**src/rtl/booth_radix4_seq.sv**
```systemverilog
// booth_radix4_seq: sequential radix-4 Booth multiplier, signed or unsigned N-bit operands, 2N-bit product
module booth_radix4_seq #(
  parameter int N  = 8,
  parameter int CW = 4
) (
  input  logic           clk,
  input  logic           reset,
  input  logic           start,
  input  logic           signed_mode,
  input  logic [N-1:0]   data_inM,
  input  logic [N-1:0]   data_inQ,
  output logic           busy,
  output logic           done,
  output logic [2*N-1:0] ans
);
  typedef enum logic [1:0] {IDLE, ITER, DONE} state_t;
  localparam logic [CW-1:0] ITERS = CW'(N/2 + 1);
  state_t         state_q, state_d;
  logic [CW-1:0]  cnt_q, cnt_d;
  logic [N+3:0]   acc_q, acc_d, m_x, term, sum;
  logic [N+1:0]   m_q, m_d, q_q, q_d;
  logic           qm1_q, qm1_d;
  logic [2*N-1:0] ans_q, ans_d;
  logic [2:0]     code;
  // Operands are widened by two bits so unsigned inputs become non-negative signed values
  always_comb begin
    m_x     = {{2{m_q[N+1]}}, m_q};
    code    = {q_q[1:0], qm1_q};
    term    = (code == 3'b001 || code == 3'b010) ? m_x :
              (code == 3'b011)                   ? m_x << 1 :
              (code == 3'b100)                   ? -(m_x << 1) :
              (code == 3'b101 || code == 3'b110) ? -m_x : '0;
    sum     = acc_q + term;
    state_d = state_q;
    cnt_d   = cnt_q;
    acc_d   = acc_q;
    m_d     = m_q;
    q_d     = q_q;
    qm1_d   = qm1_q;
    ans_d   = ans_q;
    if (state_q == IDLE && start) begin
      m_d     = {{2{signed_mode & data_inM[N-1]}}, data_inM};
      q_d     = {{2{signed_mode & data_inQ[N-1]}}, data_inQ};
      cnt_d   = ITERS;
      acc_d   = '0;
      qm1_d   = 1'b0;
      state_d = ITER;
    end else if (state_q == ITER) begin
      acc_d = {{2{sum[N+3]}}, sum[N+3:2]};
      q_d   = {sum[1:0], q_q[N+1:2]};
      qm1_d = q_q[1];
      cnt_d = cnt_q - CW'(1);
      // After the last shift {acc,q} holds the full product; its low 2N bits are the answer
      if (cnt_q == CW'(1)) begin
        state_d = DONE;
        ans_d   = {acc_d[N-3:0], q_d};
      end
    end else if (state_q == DONE) begin
      state_d = IDLE;
    end
  end
  always_ff @(posedge clk) begin
    if (!reset) begin
      state_q <= IDLE;
      cnt_q   <= '0;
      acc_q   <= '0;
      m_q     <= '0;
      q_q     <= '0;
      qm1_q   <= 1'b0;
      ans_q   <= '0;
    end else begin
      state_q <= state_d;
      cnt_q   <= cnt_d;
      acc_q   <= acc_d;
      m_q     <= m_d;
      q_q     <= q_d;
      qm1_q   <= qm1_d;
      ans_q   <= ans_d;
    end
  end
  assign busy = (state_q != IDLE);
  assign done = (state_q == DONE);
  assign ans  = ans_q;
endmodule

```
**config.mk**
```make
export PLATFORM = sky130hd
export DESIGN_NAME = booth_radix4_seq
export DESIGN_NICKNAME = d
export VERILOG_FILES = /design/src/rtl/booth_radix4_seq.sv
export SDC_FILE = /design/constraint.sdc
export NUM_CORES = 1
export LEC_CHECK = 0
export CAP_MARGIN = 10
export CORE_MARGIN = 2
export CORE_UTILIZATION = 30
export CTS_BUF_LIST = sky130_fd_sc_hd__clkbuf_2 sky130_fd_sc_hd__clkbuf_4 sky130_fd_sc_hd__clkbuf_8
export DETAILED_ROUTE_END_ITERATION = 8
export PLACE_DENSITY = 0.54
export SLEW_MARGIN = 20
export SYNTH_ARGS = -nofsm -noshare
export SYNTH_HDL_FRONTEND = slang
export SYNTH_SLANG_ARGS = --single-unit
```
**constraint.sdc**
```tcl
create_clock -name clk -period 4.1 [get_ports clk]
set_clock_uncertainty 0.2 [all_clocks]
set_input_delay 0.82 -clock clk [delete_from_list [all_inputs] [get_ports clk]]
set_output_delay 0.82 -clock clk [all_outputs]
set_load 0.01 [all_outputs]
```
==> results.md, run 1 <==
* DR iter-0 viols at 185
* Total CTS buffers at 5
* Initial antenna violation count at 0
* Grt ovf at 0
* F_max at 274 MHz
* CTS tree: yes
* Vias per cell at 5.16
* Clock latency on the worst-skew pair at 0.31 ns
* Number of synthesized flops with an enable pin at 0
* Min-delay worst type: flip-flop to flip-flop
* Root Driver: clkbuf_8
* Top cells by area, synth: dfxtp_1, nand2_1, a21boi_0, ha_1, a21oi_1
* Worst-margin pin slew at 0.737 ns
* Io pins at 38
* Total core area at 0.0103 mm^2
* Most frequent cells in the layout: nand2_1, dfxtp_1, clkdlybuf4s50_1
* Worst hold slack at 0.269 ns
* Final hold violations at 0
* Fillers at 1090
* Largest net degree at the start of global routing at 41
* Vias post-DR at 2944
* Pwr dens at 322 mW/mm^2
* Pre-antenna DRT Iters at 4
* Die Y at 107 um
* Cell count after synthesis at 410
* Final HPWL DP at 5.88 mm
* Number of global-route vias before repair at 2939
* Starting Density at 30.9%
* CP required at 4.10 ns
* Max clock buf depth at 2
* FP Rows at 37
* Setup ws final at 0.446 ns
* RSZ-0062 raised after global routing: false
* Maximum VDD drop at 158 uV
* First-pass GRT wire length at 13.9 mm
* Crit end category: flip-flop
* Cts-stage hold buffer count at 0
* Synth-to-layout area growth at 17.9%
* Worst EP arrival at 3.66 ns
* TNS Setup at 0 ns
* H-tree depth at 2
* Cts repair resizes at 0
* Tmin final at 3.65 ns
* Slowest-stage cell, CP: or3b_1
* DIE WIDTH at 107 um
* Crit path max fanout at 8
* Buffers added on ports at 37
* Post-Route WL at 8.20 mm
* Layout cells sized above 1 at 5.53%
* Post-synth ARST share at 0%
* Post-synth top area share at 32.8%
* Maxcap violations at 0
* Netlist cell types at 51
* Die area at 0.0114 mm^2
* Drt drc at 0
* Cell Area, Synth at 0.00317 mm^2
* Seq cells post-synth at 52
* NumNets Final at 469
* Lkg Pwr at 1.43 nW
* Critical path, cell by cell: inv_1 -> ha_1 -> or3b_1 -> nor3_1 -> xor2_1 -> nor2_1 -> a21oi_1 -> a21oi_1 -> ha_1 -> a211o_1 -> o21ai_0 -> nor3b_1 -> o31ai_1 -> nor2b_1
* Routed Antenna Nets at 0
* Synth Net Count at 446
* Worst-path clk slew at 0.10 ns
* Cell taking the most area after synthesis: dfxtp_1
* Routability cong. at 0.900
* Kind of critical path: flip-flop to flip-flop
* Max-slew violations at 0
* Register area at 0.00104 mm^2
* Period Utilization, post-route at 89.1%
* GR Util All Layers at 14.9%
* Element type at the critical path start: flip-flop
* Post-CTS setup buffer count at 0
* Total clock sinks at 52
* Post-synth top flop: dfxtp_1
* Register area share after synthesis at 32.8%
* Per-cell routed wire length at 14.4 um
* Rel. slew slack at 50.9%
* Outcome: finished, final reports clean
* Setup violators final at 0
* Mean Syn Cell Area at 7.74 um^2
* Commonest non-fill, non-tap cell in the layout: nand2_1
* CP max stage delay at 0.49 ns
* Multi-input gate area at 0.00198 mm^2
* Pre-CTS WS at 0.482 ns
* Synth warnings at 0
* # diodes at 0
[critical path, delay by kind of cell, from the launching register on]
kind                       cells  cell delay [ns]
buffers and inverters          1             0.12
DFF                            1             0.38
AOI/OAI and AO/OA              5             0.93
and+or+nand+nor                5             1.17
adders and majority gates      2             0.53
xor gates and xnor gates       1             0.22
[synthesized netlist by cell type, types with 2 or more instances]
library cell and n:
o21ai_0 13, a211o_1 2, dfxtp_1 52, inv_1 10, o31ai_1 3, a21oi_1 24, a21o_1 3, a211oi_1 5
nand4_1 2, nand2b_1 5, ha_1 15, o21bai_1 2, nor2b_1 7, o211ai_1 4, a21boi_0 33, mux2i_1 4
nor3b_1 2, o22ai_1 5, or4_1 2, or4_4 2, o21ai_1 2, a221oi_1 2, nand2_1 91, nor3_1 10
xor2_1 7, nor2_1 23, a31oi_1 3, a22oi_1 8, clkbuf_1 23, or2_2 3, buf_1 2, nand3_1 8
o211a_1 5, xnor2_1 10, buf_6 2
[report_power, final]
group          switching, mW  internal (mW)
logic                  0.174          0.133
registers             0.0374          0.535
clock network          0.197          0.126
total                  0.409          0.794
[layer usage]
metal / vias to the layer above / wire length (um) / global-route usage, %
met5: - / 0 / 0
met4: 0 / 99 / 4.08
met3: 8 / 301 / 2.25
met2: 65 / 4020 / 26.5
met1: 1387 / 3780 / 18.8
li1: 1484 / - / -
[final timing paths]
| path | from | endpoint | slack [ns] | cells past startpoint |
|---|---|---|---|---|
| worst max-delay path | m_q[0]$_SDFFE_PN0P_ | acc_q[7]$_SDFFE_PP0P_ | 0.45 | 14 |
| worst min-delay path | ans[13]$_SDFFE_PN0P_ | ans[13]$_SDFFE_PN0P_ | 0.27 | 2 |
| worst max register to register | m_q[0]$_SDFFE_PN0P_ | acc_q[7]$_SDFFE_PP0P_ | 0.45 | 14 |
| worst min register to register | ans[13]$_SDFFE_PN0P_ | ans[13]$_SDFFE_PN0P_ | 0.27 | 2 |
[flip-flops by register name, indices dropped and copies added, names as in the netlist]
| name | flops |
|---|---|
| q_q | 10 |
| state_q | 2 |
| acc_q | 10 |
| ans | 16 |
| qm1_q | 1 |
| m_q | 9 |
| cnt_q | 4 |
[cell families (layout without fill, tap and decap cells)]
group / count (synthesis) / after routing / share of synthesized area (%)
flops: 52 / 52 / 32.8
mux: 4 / 4 / 1.26
xor+xnor: 17 / 17 / 4.69
fa+ha+maj: 16 / 16 / 6.55
simple gates: 160 / 160 / 22.9
compound gates: 124 / 124 / 27.0
buf+inv: 37 / 61 / 4.85
[layout make-up]
| cell class | count | area share, % |
|---|---|---|
| inverter | 10 | 1.00 |
| clock buffer | 5 | 1.84 |
| timing repair buffer | 43 | 11.1 |
| sequential | 52 | 27.8 |
| tap | 136 | 4.55 |
| clock inverter | 3 | 0.736 |
| multi-input combinational | 321 | 52.9 |
[through the flow]
step                      util [%]  std cells  total power [mW]  cell area, um^2
after global placement        35.5        562             0.886             3640
after global routing          36.4        570              1.28             3740
after detailed placement      35.5        562             0.889             3640
final                         36.4        570              1.20             3740
after floorplan                  -        410             0.798             3170
after CTS                     36.4        570              1.22             3740
No activity file was read; power rests on OpenSTA's default activity.
==> run 2: changes to the inputs <==
- CTS_CLUSTER_SIZE: not set -> 30
- TNS_END_PERCENT: not set -> 50
==> results of run 2 <==
The final DEF is identical to that of run 1; final timing and power are the same.
==> RTL change 1: new RTL, config.mk and constraints of run 2 <==
Encoding of `state_t`: now one-hot (3 bits for 3 states).
--- a/src/rtl/booth_radix4_seq.sv
+++ b/src/rtl/booth_radix4_seq.sv
@@ -15,3 +15,3 @@
 );
-  typedef enum logic [1:0] {IDLE, ITER, DONE} state_t;
+  typedef enum logic [2:0] {IDLE = 3'b001, ITER = 3'b010, DONE = 3'b100} state_t;
   localparam logic [CW-1:0] ITERS = CW'(N/2 + 1);
Formal check against the unedited RTL: no difference found for any inputs over 4 cycles, from zero or initial values and one cycle with reset low; so few cycles prove little.
==> RTL change 1 against run 2 <==
- first-iteration DRC count is 14% lower
- synthesized area is 3.5% higher
- critical endpoint is now acc_q[8]
- wire length is 2.0% higher
- sequential cell count is 1 higher
- total power is 0.60% higher
- synthesized cell count is 2.9% higher
- setup slack better by 0.19 ns
- core utilization is 0.22 points higher
- design area is 5.2% higher
- largest power group unchanged
- critical path depth stayed put
==> RTL change 1: results (changes against run 2) <==
STA
  – Normalized max-slew margin: 0.6083 (was 0.5087)
  – Final Hold Slack: 0.2666 ns (was 0.2685 ns)
  – Final min period: 3.468 ns (was 3.654 ns)

Cells and area
  – # nets final: 492 (was 469)
  – FILL cells: 1190 (was 1090)
  – Share of layout cells above drive strength 1: 0.06828 (was 0.05530)
  – Area of the multi-input gates: 2067 sq um (was 1981 sq um)

Routing
  – Met3 routed WL: 286 um (was 301 um)
  – DR vias: 3027 (was 2944)
  – Routed wl met2: 3870 um (was 4017 um)
  – Average vias per placed instance: 5.096 (was 5.165)
  – WL per Instance: 14.09 um (was 14.39 um)
  – 1st-iter DRT viols: 160 (was 185)

GRT
  – Largest net degree at the start of global routing: 40 (was 41)
  – GR met1 Demand/Resource: 0.1998 (was 0.1879)
  – GRT met2 Usage: 0.2527 (was 0.2648)
  – GR Util met3: 0.02630 (was 0.02249)
  – Vias in the first global route: 2931 (was 2939)

Setup path
  – Crit path DAT: 3.47 ns (was 3.66 ns)
  – Flop-to-flop setup slack: 0.63 ns (was 0.45 ns)
  – R2R Path End: acc_q[8] (was acc_q[7])
  – Critical Path Fanout Max: 6 (was 8)

Synth
  – YS warnings: 0 (unchanged)
  – Seq/Total Area, Yosys: 0.3232 (was 0.3281)
  – Syn_nets: 460 (was 446)
  – Syn Inst Count: 422 (was 410)
  – Post-synth top cells: nand2_1, dfxtp_1, a21boi_0, nor2_1, a21oi_1 (was nand2_1, dfxtp_1, a21boi_0, a21oi_1)
  – Synth cell types: 52 (was 51)
  – Top post-synthesis cells by area: dfxtp_1, nand2_1, a21boi_0 (unchanged)

Clock network
  – Resized Gates After CTS: 0 (unchanged)

Power and ir drop
  – Max VDD drop: 146.1 uV (was 158.1 uV)
  – Leakage: 1.477 nW (was 1.432 nW)

Placement
  – Final HPWL from detailed placement: 6369 um (was 5875 um)
  – Placed Cells: 587 (was 562)
  – GPL Wtd Cong: 0.9379 (was 0.8998)

Outcome
  – Outcome: finished clean (unchanged)

Worst hold path
  – Hold Path Sink: acc_q[2] (was ans[13])
[RTL change 1: cell count changes after synthesis, sizes merged, moves of 4 or more]
cell | before | now
nor2b | 7 | 2
xor2 | 7 | 3
nand3 | 8 | 12
nor3 | 10 | 6
xnor2 | 10 | 15
and3 | 0 | 6
[RTL change 1: logic make-up (layout without fill, tap and decap cells)]
logic type / Yosys count / count (layout) / synth area share
multiplexers: 6 / 6 / 0.01867
AND/OR/NAND/NOR: 170 / 170 / 0.2466
buffers and inverters: 38 / 70 / 0.04726
adder cells (fa/ha/maj): 18 / 18 / 0.07088
XOR/XNOR: 18 / 18 / 0.04802
AO/OA/AOI/OAI: 119 / 119 / 0.2454
flip-flops: 53 / 53 / 0.3232
[RTL change 1: power by group]
part           internal, mW  total, mW  switching, mW  leakage [nW]
registers             0.538      0.571         0.0334         0.431
logic                 0.126      0.278          0.152         0.992
clock network         0.181      0.361          0.180        0.0546
[RTL change 1: final cells by class]
cell class	count	share of cell area
multi-input cells	331	0.5253
flip-flops and latches	53	0.2696
inverters	11	0.01049
clock inverters	2	0.009857
well taps	140	0.04452
clock buffers	5	0.01749
repair buffers	52	0.1227
[RTL change 1: worst max-delay path, stage by stage (launching register included)]
cell and delay (ns):
dfxtp_1 0.36, inv_1 0.11, ha_1 0.20, or3b_2 0.50, nor3_1 0.19, xnor2_1 0.13
nor3b_1 0.16, o21ai_0 0.15, o221ai_1 0.16, ha_1 0.32, a21oi_1 0.20, a21boi_0 0.31
o21ai_0 0.17, mux2i_1 0.16, nand2_1 0.07
==> RTL change 2: new RTL, settings of run 2 <==
Made on the original files. The parameter `N` goes from 8 to 16.
--- a/src/rtl/booth_radix4_seq.sv
+++ b/src/rtl/booth_radix4_seq.sv
@@ -2,3 +2,3 @@
 module booth_radix4_seq #(
-  parameter int N  = 8,
+  parameter int N  = 16,
   parameter int CW = 4
Ports: changed (resized ans, data_inM and data_inQ); port bits go from 38 to 70. No check against the original RTL was run, so the function may have changed too.
==> RTL change 2 against run 2 <==
- sequential cell count grew 40
- synthesized area grew 82%
- total power grew 96%
- sequential share of layout area shrank 2.5 points
- non-clock buffer count grew 76
- wire length grew 120%
- design area grew 95%
- setup slack lost 0.32 ns
- combinational power grew 130%
- largest cell class unchanged
==> RTL change 2: results (changes against run 2) <==
Clock network
  – Clock Latency Late Sink: 0.39 ns (was 0.31 ns)
  – CTS HTree Levels: 3 (was 2)
  – Root buf cell: clkbuf_8 (unchanged)
  – Buffer levels on the longest clock path: 2 (unchanged)

Cells and area
  – NonClk Buf Share: 0.1496 (was 0.1110)
  – # nets final: 908 (was 469)
  – Clock buffer count: 9 (was 5)
  – Seq cells: 92 (was 52)
  – Share of layout cells above drive strength 1: 0.1244 (was 0.05530)
  – Buffers, non-clock: 119 (was 43)
  – #MultiIn Comb: 611 (was 321)
  – Fraction of area in registers: 0.2530 (was 0.2783)
  – FILL cells: 1991 (was 1090)
  – Fraction of area in multi-input gates: 0.5180 (was 0.5294)
  – Max FFs per register: 32 (was 16)
  – ClkCell Share: 0.02762 (was 0.02575)
  – Post-route cell area: 7295 sq um (was 3741 sq um)
  – Invs w/o clock: 14 (was 10)

Die
  – Tapcell Cnt: 260 (was 136)

Placement
  – Placed Cells: 1096 (was 562)
  – Placed inst area: 6980 sq um (was 3645 sq um)
  – Final HPWL from detailed placement: 12940 um (was 5875 um)
  – Port Buf Inserts: 69 (was 37)
  – GPL Wtd Cong: 0.8933 (was 0.8998)
  – Pre-CTS setup slack: 0.05880 ns (was 0.4817 ns)

Setup path
  – Worst stage delay on the critical path: 0.58 ns (was 0.49 ns)
  – Crit path DAT: 4.11 ns (was 3.66 ns)
  – Crit path max-delay cell type: or4_4 (was or3b_1)
  – Critical Path Fanout Max: 3 (was 8)

GRT
  – Largest net degree at the start of global routing: 49 (was 41)
  – Initial antenna violation count: 0 (unchanged)
  – Overall Global Routing Usage: 0.1767 (was 0.1494)
  – First-pass GRT wire length: 28550 um (was 13920 um)
  – Vias in the first global route: 5322 (was 2939)

Synth
  – Post-synth top cells: nand2_1, dfxtp_1, a21oi_1, nor2_1, clkbuf_1 (was nand2_1, dfxtp_1, a21boi_0, a21oi_1)
  – Synth cell types: 60 (was 51)
  – Syn_nets: 836 (was 446)
  – YS warnings: 0 (unchanged)
  – Synth async-reset ratio: 0 (unchanged)
  – Top post-synthesis cells by area: dfxtp_1, nand2_1, a21oi_1 (was dfxtp_1, nand2_1, a21boi_0)
  – Seq/Total Area, Yosys: 0.3188 (was 0.3281)
  – Syn Inst Count: 775 (was 410)

Power and ir drop
  – Max VDD drop: 156.0 uV (was 158.1 uV)
  – Leakage: 2.723 nW (was 1.432 nW)

Routing
  – Average vias per placed instance: 5.233 (was 5.165)
  – WL per Instance: 15.89 um (was 14.39 um)
  – First-pass iteration count of the detailed router: 5 (was 4)
  – DR vias: 5819 (was 2944)
  – 1st-iter DRT viols: 406 (was 185)

Outcome
  – Outcome: finished clean (unchanged)

STA
  – Slew @ Worst Pin: 0.5394 ns (was 0.7369 ns)
-- RTL change 2: cell types whose count changed after synthesis, sizes merged, moves of 11 or more --
cell and delta:
a21oi +64, nand2 +58, dfxtp +40, a21boi -33, nor2 +29, clkbuf +28, o21ai +25, nand3 +22
a311oi +12, mux2i +11
-- RTL change 2: cells by family after synthesis --
group	after synthesis	share of synthesized area
and+or+nand+nor	312	0.2456
AOI/OAI and AO/OA	228	0.2508
DFF	92	0.3188
buffers and inverters	72	0.04850
xor gates and xnor gates	26	0.03941
adders and majority gates	25	0.05544
muxes	20	0.04157
-- RTL change 2: worst paths after layout --
kind | end | depth (start not counted) | slack, ns | startpoint
setup / recovery | acc_q[17] | 13 | 0.12 | m_q[11]
hold / removal | ans[22] | 2 | 0.26 | ans[22]
setup reg to reg | acc_q[17] | 13 | 0.12 | m_q[11]
hold reg to reg | ans[22] | 2 | 0.26 | ans[22]
-- RTL change 2: power breakdown --
group | total (mW) | switching (mW) | internal [mW] | leakage [nW]
Sequential | 0.991 | 0.0470 | 0.944 | 0.751
Clock | 0.649 | 0.407 | 0.242 | 0.0983
Combinational | 0.713 | 0.409 | 0.304 | 1.87
-- RTL change 2: repair_timing --
action                                  CTS  global route
setup buffers                             0             0
endpoints found under the setup margin    0             7
resized for setup                         0            30
-- RTL change 2: layer usage --
layer | track usage | routed length, um | vias up
li1 | - | - | 2929
met1 | 0.2483 | 8327 | 2713
met5 | 0 | 0 | -
met4 | 0.04742 | 274 | 0
met3 | 0.03488 | 1058 | 13
met2 | 0.2761 | 8010 | 164
-- RTL change 2: critical path, delay by kind of cell (launching register included) --
kind / cells / cell delay (ns)
compound gates: 3 / 0.46
fa+ha+maj: 1 / 0.27
flops: 1 / 0.34
mux: 2 / 0.43
simple gates: 7 / 2.22
